$ cat src/rtl/fifo_flag_ctrl.sv
// Pointer, occupancy and status-flag controller for a synchronous FIFO.
// Works for any depth >= 2; pointers wrap explicitly rather than relying on binary rollover.
module fifo_flag_ctrl #(
  parameter int FIFO_DEPTH = 16,
  parameter int ADDR_WIDTH = $clog2(FIFO_DEPTH),
  parameter int CNT_WIDTH  = $clog2(FIFO_DEPTH + 1)
) (
  input  logic                  clk,
  input  logic                  rst,
  input  logic                  i_valid_s,
  input  logic                  i_ready_m,
  input  logic                  i_flush,
  input  logic                  i_clr_err,
  input  logic [CNT_WIDTH-1:0]  i_almostfull_lvl,
  input  logic [CNT_WIDTH-1:0]  i_almostempty_lvl,
  output logic                  o_wr_en,
  output logic [ADDR_WIDTH-1:0] o_wr_addr,
  output logic                  o_rd_en,
  output logic [ADDR_WIDTH-1:0] o_rd_addr,
  output logic [CNT_WIDTH-1:0]  o_count,
  output logic                  o_ready_s,
  output logic                  o_valid_m,
  output logic                  o_full,
  output logic                  o_empty,
  output logic                  o_almostfull,
  output logic                  o_almostempty,
  output logic                  o_overflow,
  output logic                  o_underflow
);

  typedef enum logic [1:0] {EMPTY, PARTIAL, FULL} state_t;

  localparam logic [CNT_WIDTH-1:0]  DEPTH_CNT = CNT_WIDTH'(FIFO_DEPTH);
  localparam logic [ADDR_WIDTH-1:0] LAST_ADDR = ADDR_WIDTH'(FIFO_DEPTH - 1);

  state_t                state, next_state;
  logic [ADDR_WIDTH-1:0] wr_ptr, rd_ptr, wr_ptr_nxt, rd_ptr_nxt;
  logic [CNT_WIDTH-1:0]  next_count;

  assign o_wr_en   = i_valid_s & ~o_full  & ~i_flush;
  assign o_rd_en   = i_ready_m & ~o_empty & ~i_flush;
  assign o_wr_addr = wr_ptr;
  assign o_rd_addr = rd_ptr;
  assign o_ready_s = ~o_full;
  assign o_valid_m = ~o_empty;

  always_comb begin
    wr_ptr_nxt = wr_ptr;
    rd_ptr_nxt = rd_ptr;
    next_count = o_count;
    next_state = state;
    if (i_flush) begin
      wr_ptr_nxt = '0;
      rd_ptr_nxt = '0;
      next_count = '0;
      next_state = EMPTY;
    end else begin
      if (o_wr_en)
        wr_ptr_nxt = (wr_ptr == LAST_ADDR) ? '0 : wr_ptr + ADDR_WIDTH'(1);
      if (o_rd_en)
        rd_ptr_nxt = (rd_ptr == LAST_ADDR) ? '0 : rd_ptr + ADDR_WIDTH'(1);
      if (o_wr_en && !o_rd_en)
        next_count = o_count + CNT_WIDTH'(1);
      else if (o_rd_en && !o_wr_en)
        next_count = o_count - CNT_WIDTH'(1);
      case (state)
        EMPTY:   if (o_wr_en) next_state = PARTIAL;
        PARTIAL: begin
          if (next_count == DEPTH_CNT)  next_state = FULL;
          else if (next_count == '0)    next_state = EMPTY;
        end
        FULL:    if (o_rd_en) next_state = PARTIAL;
        default: next_state = EMPTY;
      endcase
    end
  end

  // Flags are registered from next_count/next_state so they line up with o_count.
  always_ff @(posedge clk or posedge rst) begin
    if (rst) begin
      state         <= EMPTY;
      wr_ptr        <= '0;
      rd_ptr        <= '0;
      o_count       <= '0;
      o_full        <= 1'b0;
      o_empty       <= 1'b1;
      o_almostfull  <= 1'b0;
      o_almostempty <= 1'b1;
      o_overflow    <= 1'b0;
      o_underflow   <= 1'b0;
    end else begin
      state         <= next_state;
      wr_ptr        <= wr_ptr_nxt;
      rd_ptr        <= rd_ptr_nxt;
      o_count       <= next_count;
      o_full        <= (next_state == FULL);
      o_empty       <= (next_state == EMPTY);
      o_almostfull  <= (next_count >= i_almostfull_lvl);
      o_almostempty <= (next_count <= i_almostempty_lvl);
      o_overflow    <= (i_valid_s & o_full)  | (o_overflow  & ~i_clr_err);
      o_underflow   <= (i_ready_m & o_empty) | (o_underflow & ~i_clr_err);
    end
  end

endmodule
$ cat config.mk
export PLATFORM = sky130hd
export DESIGN_NAME = fifo_flag_ctrl
export DESIGN_NICKNAME = d
export VERILOG_FILES = /design/src/rtl/fifo_flag_ctrl.sv
export SDC_FILE = /design/constraint.sdc
export NUM_CORES = 1
export LEC_CHECK = 0
export CAP_MARGIN = 30
export CORE_UTILIZATION = 40
export CTS_BUF_LIST = sky130_fd_sc_hd__clkbuf_4 sky130_fd_sc_hd__clkbuf_8 sky130_fd_sc_hd__clkbuf_16
export CTS_CLUSTER_DIAMETER = 60
export DETAILED_ROUTE_END_ITERATION = 7
export DONT_BUFFER_PORTS = 1
export PLACE_DENSITY = 0.64
export SYNTH_ARGS = -nofsm -noshare
export SYNTH_HDL_FRONTEND = slang
export SYNTH_SLANG_ARGS = --single-unit
$ cat constraint.sdc
create_clock -name clk -period 2.89 [get_ports clk]
set_input_delay 0.7225 -clock clk [delete_from_list [all_inputs] [get_ports clk]]
set_output_delay 0.7225 -clock clk [all_outputs]
set_load 0.005 [all_outputs]
==> flow_summary.yaml, run 1 <==
power_and_ir_drop:
  internal_power_w: 0.000433
  combPwrFrac_pct: 23.9
  vdd_drop_max_v: 0.000176
  p_sw_w: 0.000202
  p_seq_share_pct: 53.5
  powerDensity_nw_per_um2: 442
  p_clk_share_pct: 22.5
  cellLeakagePower_nw: 0.702
  p_sw_share_pct: 31.8
global_route:
  grt_usage_pct: 16.0
  grt_pass1_vias: 991
  grt_max_degree: 24
  grt_pass1_wl_mm: 4.28
  antenna_found_initial: 0
  grt_overflow_total: 0
clocking:
  cts_hold_buf: 0
  clkTransAtPathRegs_ps: 120
  post-cts-setup-buffers: 0
  cts_sinks: 21
  htreeDepth: 1
  numCtsBuffers: 3
  cts_root_buffer: "clkbuf_4"
  cts_tree: "done"
  clock_path_buffers: 2
  ctsResizeCount: 0
  clock_latency_ps: 310
sta:
  finalSetupViolCount: 0
  fin_crit_sh_pct: 88.1
  fmaxAchievable_mhz: 393
  relSlewSlack_pct: 48.2
  period_needed_ps: 2550
  fin_skew_ps: 7.27
  setup_tns_ps: 0
  slew_viol_final: 0
  worstMarginPinSlew_ps: 776
  rsz0062_at_grt: "no"
  hold_violations: 0
synth:
  netlist_instances: 153
  syn_nets: 183
  yosysSeqAreaShare_pct: 38.7
  async_reset_ff_share_pct: 100
  synth_edf_count: 0
  syn_avg_cell_area_sq_um: 8.92
  synth_cell_types: 34
  synth_seq_cells: 21
  syn_area_sq_um: 1370
  synth_ff_type: "dfrtp_1"
  ys_warn_count: 0
die:
  die_w_um: 60.4
  core-area_sq_um: 3150
  start_util_pct: 43.3
  fp.dieArea_sq_um: 3650
  die_h_um: 60.4
  core.rowCount: 20
  io_pins: 39
final_layout:
  final_cell_mix: "dfrtp_1 (19), nand2_1 (18), inv_1 (17)"
  seq_area_sq_um: 528
  final_cell_count_no_fill: 200
  fin_nets: 187
  final_common_cell: "dfrtp_1"
  syn_to_final_growth_pct: 5.32
  antennaDiodeCount: 0
  multi_input_area_sq_um: 726
  fillCellCount: 336
  drive_gt1_share_pct: 9.62
flow_run:
  maxCapViolations: 0
routing:
  wl_per_cell_um: 13.5
  viasPerCell: 5.33
  totalWireLength_mm: 2.70
  drt_first_pass_iters: 4
  route.detailed.drc: 0
  ant_nets: 0
  num_vias: 1066
  first_iter_violations: 29
critical_path:
  worst-endpoint-arrival_ps: 2790
  worstSetupStartpointType: "flip-flop"
  worst-setup-path-type: "reg -> reg"
  crit_chain: "nor2b_1 -> nand2_1 -> a311oi_1 -> ha_1 -> nor2b_1 -> o21ai_0 -> nand2b_1 -> a21oi_1 -> nor2b_1 -> o22ai_1"
  cpPeakStageDelay_ps: 470
  path_max_fanout: 6
  critPathCaptureType: "flip-flop"
  rrSetupSlack_ps: 340
  cp_common_cell: "nor2b_1"
  cp_slowest_cell: "a311oi_1"
  critical_path_required_ps: 3130
outcome:
  status: "completed"
placed_design:
  portBuffers: 0
  placedCellCount: 196
  hpwl_mm: 2.12
  gp_congestion: 0.876
min_path:
  hp-class: "in -> async"
## area by class of cell
type | instances | share of cell area [%]
inverters | 17 | 4.44
flip-flops and latches | 21 | 36.7
clock inverters | 1 | 0.348
clock buffers | 3 | 1.57
well taps | 44 | 3.83
multi-input cells | 109 | 50.5
repair buffers | 5 | 2.61
## worst max-delay path, delay by kind of cell (launching register included)
family,cells,cell delay (ps)
adders and majority gates,1,320
AOI/OAI and AO/OA,4,890
and+or+nand+nor,5,820
DFF,1,440
## metal layers
| metal | global-route usage [%] | vias up | part of all wire, % |
|---|---|---|---|
| met5 | 0 | - | 0 |
| met4 | 8.44 | 0 | 2.1 |
| met3 | 2.99 | 5 | 4.2 |
| li1 | - | 528 | - |
| met1 | 18.3 | 498 | 44 |
| met2 | 28.1 | 35 | 50 |
## cells by family after synthesis
group / after synthesis / share of synthesized area (%)
flops: 21 / 38.7
buf+inv: 23 / 8.16
xor+xnor: 5 / 3.21
fa+ha+maj: 14 / 12.8
simple gates: 54 / 20.6
compound gates: 36 / 16.5
## synth_stat cells, types with 2 or more instances
master	count	area share [%]
a21o_1	3	1.6
a21oi_1	13	4.8
a311oi_1	3	1.9
buf_6	2	1.6
clkbuf_1	3	0.82
dfrtp_1	19	35
dfstp_2	2	3.8
ha_1	14	13
inv_1	17	4.7
nand2_1	18	4.9
nand2b_1	4	1.8
nand3_1	5	1.8
nand4b_1	2	1.3
nor2_1	11	3.0
nor2b_1	5	2.3
o21ai_0	8	2.9
o21ai_1	2	0.73
o22ai_1	2	0.92
or3_1	2	0.92
xnor2_1	3	1.9
xor2_1	2	1.3
## metrics by stage
step                power, W  util [%]  hold slack, ps  cell area, sq um  worst slack (ps)
CTS                 0.000642      45.6             448              1440               342
global route        0.000675      45.6             443              1440              93.4
finish              0.000635      45.6             423              1440               345
floorplan           0.000468         -             517              1370               282
global placement    0.000494      44.7             534              1410               110
detailed placement  0.000499      44.7             547              1410              58.7
## final timing paths
check | startpoint | endpoint | cells after the start
worst max register to register | o_full | o_almostempty | 10
max in group asynchronous | rst | o_wr_addr[3] | 1
worst min-delay path | rst | o_underflow | 1
worst max-delay path | o_full | o_almostempty | 10
worst min register to register | o_empty | o_underflow | 2
min in group clk | i_flush | o_rd_addr[1] | 1
## registers in the layout, indices dropped and copies added, names as in the netlist
register	count
o_underflow	1
o_almostfull	1
o_almostempty	1
o_count	5
o_wr_addr	4
o_full	1
state	2
o_overflow	1
o_rd_addr	4
o_empty	1
## power groups by stage
stage	logic, W	registers, W	clock network (W)
CTS	0.000154	0.000340	0.000148
global placement	0.000149	0.000345	0
floorplan	0.000129	0.000339	0
global route	0.000175	0.000344	0.000156
detailed placement	0.000153	0.000346	0
finish	0.000152	0.000340	0.000143
No activity file was read; power rests on OpenSTA's default activity.
==> run 2: changes to the inputs <==
- CORE_ASPECT_RATIO: default -> 0.8
==> run 2 against run 1 <==
- core utilization is 0.11 points higher
- via count hardly changed
- flip-flop and latch count stayed put
- global-route usage is 1.4 points higher
- cell count is 2.0% lower
- power is 8.2% higher
- critical path depth stayed put
- setup slack worse by 110 ps
- critical path type unchanged
- critical endpoint unchanged
- largest cell class unchanged
==> flow_summary.yaml, run 2 (synthesis results as in run 1) <==
final_layout:
  seq_area_sq_um: 528
  syn_to_final_growth_pct: 6.32
  final_core_util_pct: 45.7
  largest_reg_flops: 5
  fillCellCount: 318
  final_cell_mix: "dfrtp_1 (19), nand2_1 (18), inv_1 (17)"
  final_common_cell: "dfrtp_1"
  drive_gt1_share_pct: 9.62
  regMostFlops: "o_count"
  antennaDiodeCount: 0
  multi_input_area_sq_um: 726
  fin_nets: 187
clocking:
  cts_tree: "done"
  clock_latency_ps: 260
  numCtsBuffers: 3
  clkTransAtPathRegs_ps: 80
  post-cts-setup-buffers: 0
  cts_root_buffer: "clkbuf_8"
  cts_hold_buf: 0
  ctsResizeCount: 0
  htreeDepth: 1
  clock_path_buffers: 2
  cts_sinks: 21
critical_path:
  critPathCaptureType: "flip-flop"
  worstSetupStartpointType: "flip-flop"
  path_max_fanout: 5
  worst-setup-path-type: "reg -> reg"
  critical_path_required_ps: 3070
  crit_start: "o_empty"
  rr_startpoint: "o_empty"
  worst-endpoint-arrival_ps: 2840
global_route:
  grt_overflow_total: 0
  grt_usage_pct: 17.4
  grt_pass1_vias: 1016
  grt_pass1_wl_mm: 4.56
  grt_max_degree: 24
  antenna_found_initial: 0
min_path:
  hp-class: "in -> async"
die:
  die_h_um: 54.3
  die_w_um: 67.3
  io_pins: 39
  fp.dieArea_sq_um: 3650
  core.rowCount: 18
  core-area_sq_um: 3180
  start_util_pct: 43.0
sta:
  finalSetupViolCount: 0
  hold_violations: 0
  fin_crit_sh_pct: 91.9
  fin_skew_ps: 8.17
  slew_viol_final: 0
  worstMarginPinSlew_ps: 784
  rsz0062_at_grt: "no"
  fmaxAchievable_mhz: 377
  period_needed_ps: 2660
  setup_tns_ps: 0
  relSlewSlack_pct: 47.7
  whs_ps: 487
routing:
  viasPerCell: 5.44
  wl_per_cell_um: 14.3
  drt_first_pass_iters: 4
  route.detailed.drc: 0
  totalWireLength_mm: 2.80
  num_vias: 1067
  first_iter_violations: 31
  ant_nets: 0
outcome:
  status: "completed"
flow_run:
  maxCapViolations: 0
power_and_ir_drop:
  powerDensity_nw_per_um2: 473
  finalPower_w: 0.000686
  cellLeakagePower_nw: 0.710
  vdd_drop_max_v: 0.000222
placed_design:
  portBuffers: 0
  hpwl_mm: 2.17
  gp_congestion: 0.875
[run 2: cell counts in the layout (fill, tap and decap cells not counted)]
Identical to the previous run, type by type.
[run 2: stage by stage]
| stage | cells | worst slack, ps | instance area [sq um] |
|---|---|---|---|
| after floorplan | 153 | 282 | 1370 |
| after global placement | 192 | 156 | 1410 |
| after detailed placement | 192 | 2.66 | 1410 |
| after CTS | 196 | 221 | 1450 |
| after global routing | 196 | 1.38 | 1450 |
| final | 196 | 234 | 1450 |
[run 2: per-layer routing]
metal | global-route usage (%) | routed length, um
met1 | 20.3 | 1240
met2 | 30.5 | 1410
met3 | 4.79 | 119
met4 | 6.74 | 33
met5 | 0 | 0
[run 2: critical path, cell delays in order, from the launching register on]
cell and delay, ps:
dfstp_2 570, nand2b_1 240, nand2_1 160, a311oi_1 550, ha_1 340, nor2b_1 130, o21ai_0 160, nand2b_1 90
a21oi_1 150, nor2b_1 60, o22ai_1 120
[run 2: path summary, 6_finish.rpt]
check                                      to  slack, ps  cells past startpoint
worst min-delay path              o_underflow        490                      1
worst max-delay path            o_almostempty        230                     10
worst min register to register    o_underflow        540                      2
max in group asynchronous          o_count[2]       1910                      1
min in group clk                 o_rd_addr[3]        510                      1
worst max register to register  o_almostempty        230                     10
[run 2: power by group]
group	switching [W]	total, W	internal [W]
Sequential	0.0000252	0.000340	0.000315
Clock	0.0000954	0.000191	0.0000960
Combinational	0.0000886	0.000155	0.0000666
Total	0.000209	0.000686	0.000477
[run 2: cell type report]
class	count	area share (%)
Timing Repair Buffer	5	2.59
Inverter	17	4.40
Multi-Input combinational cell	109	50.0
Sequential cell	21	36.4
Clock buffer	3	2.84
Tap cell	40	3.45
Clock inverter	1	0.345
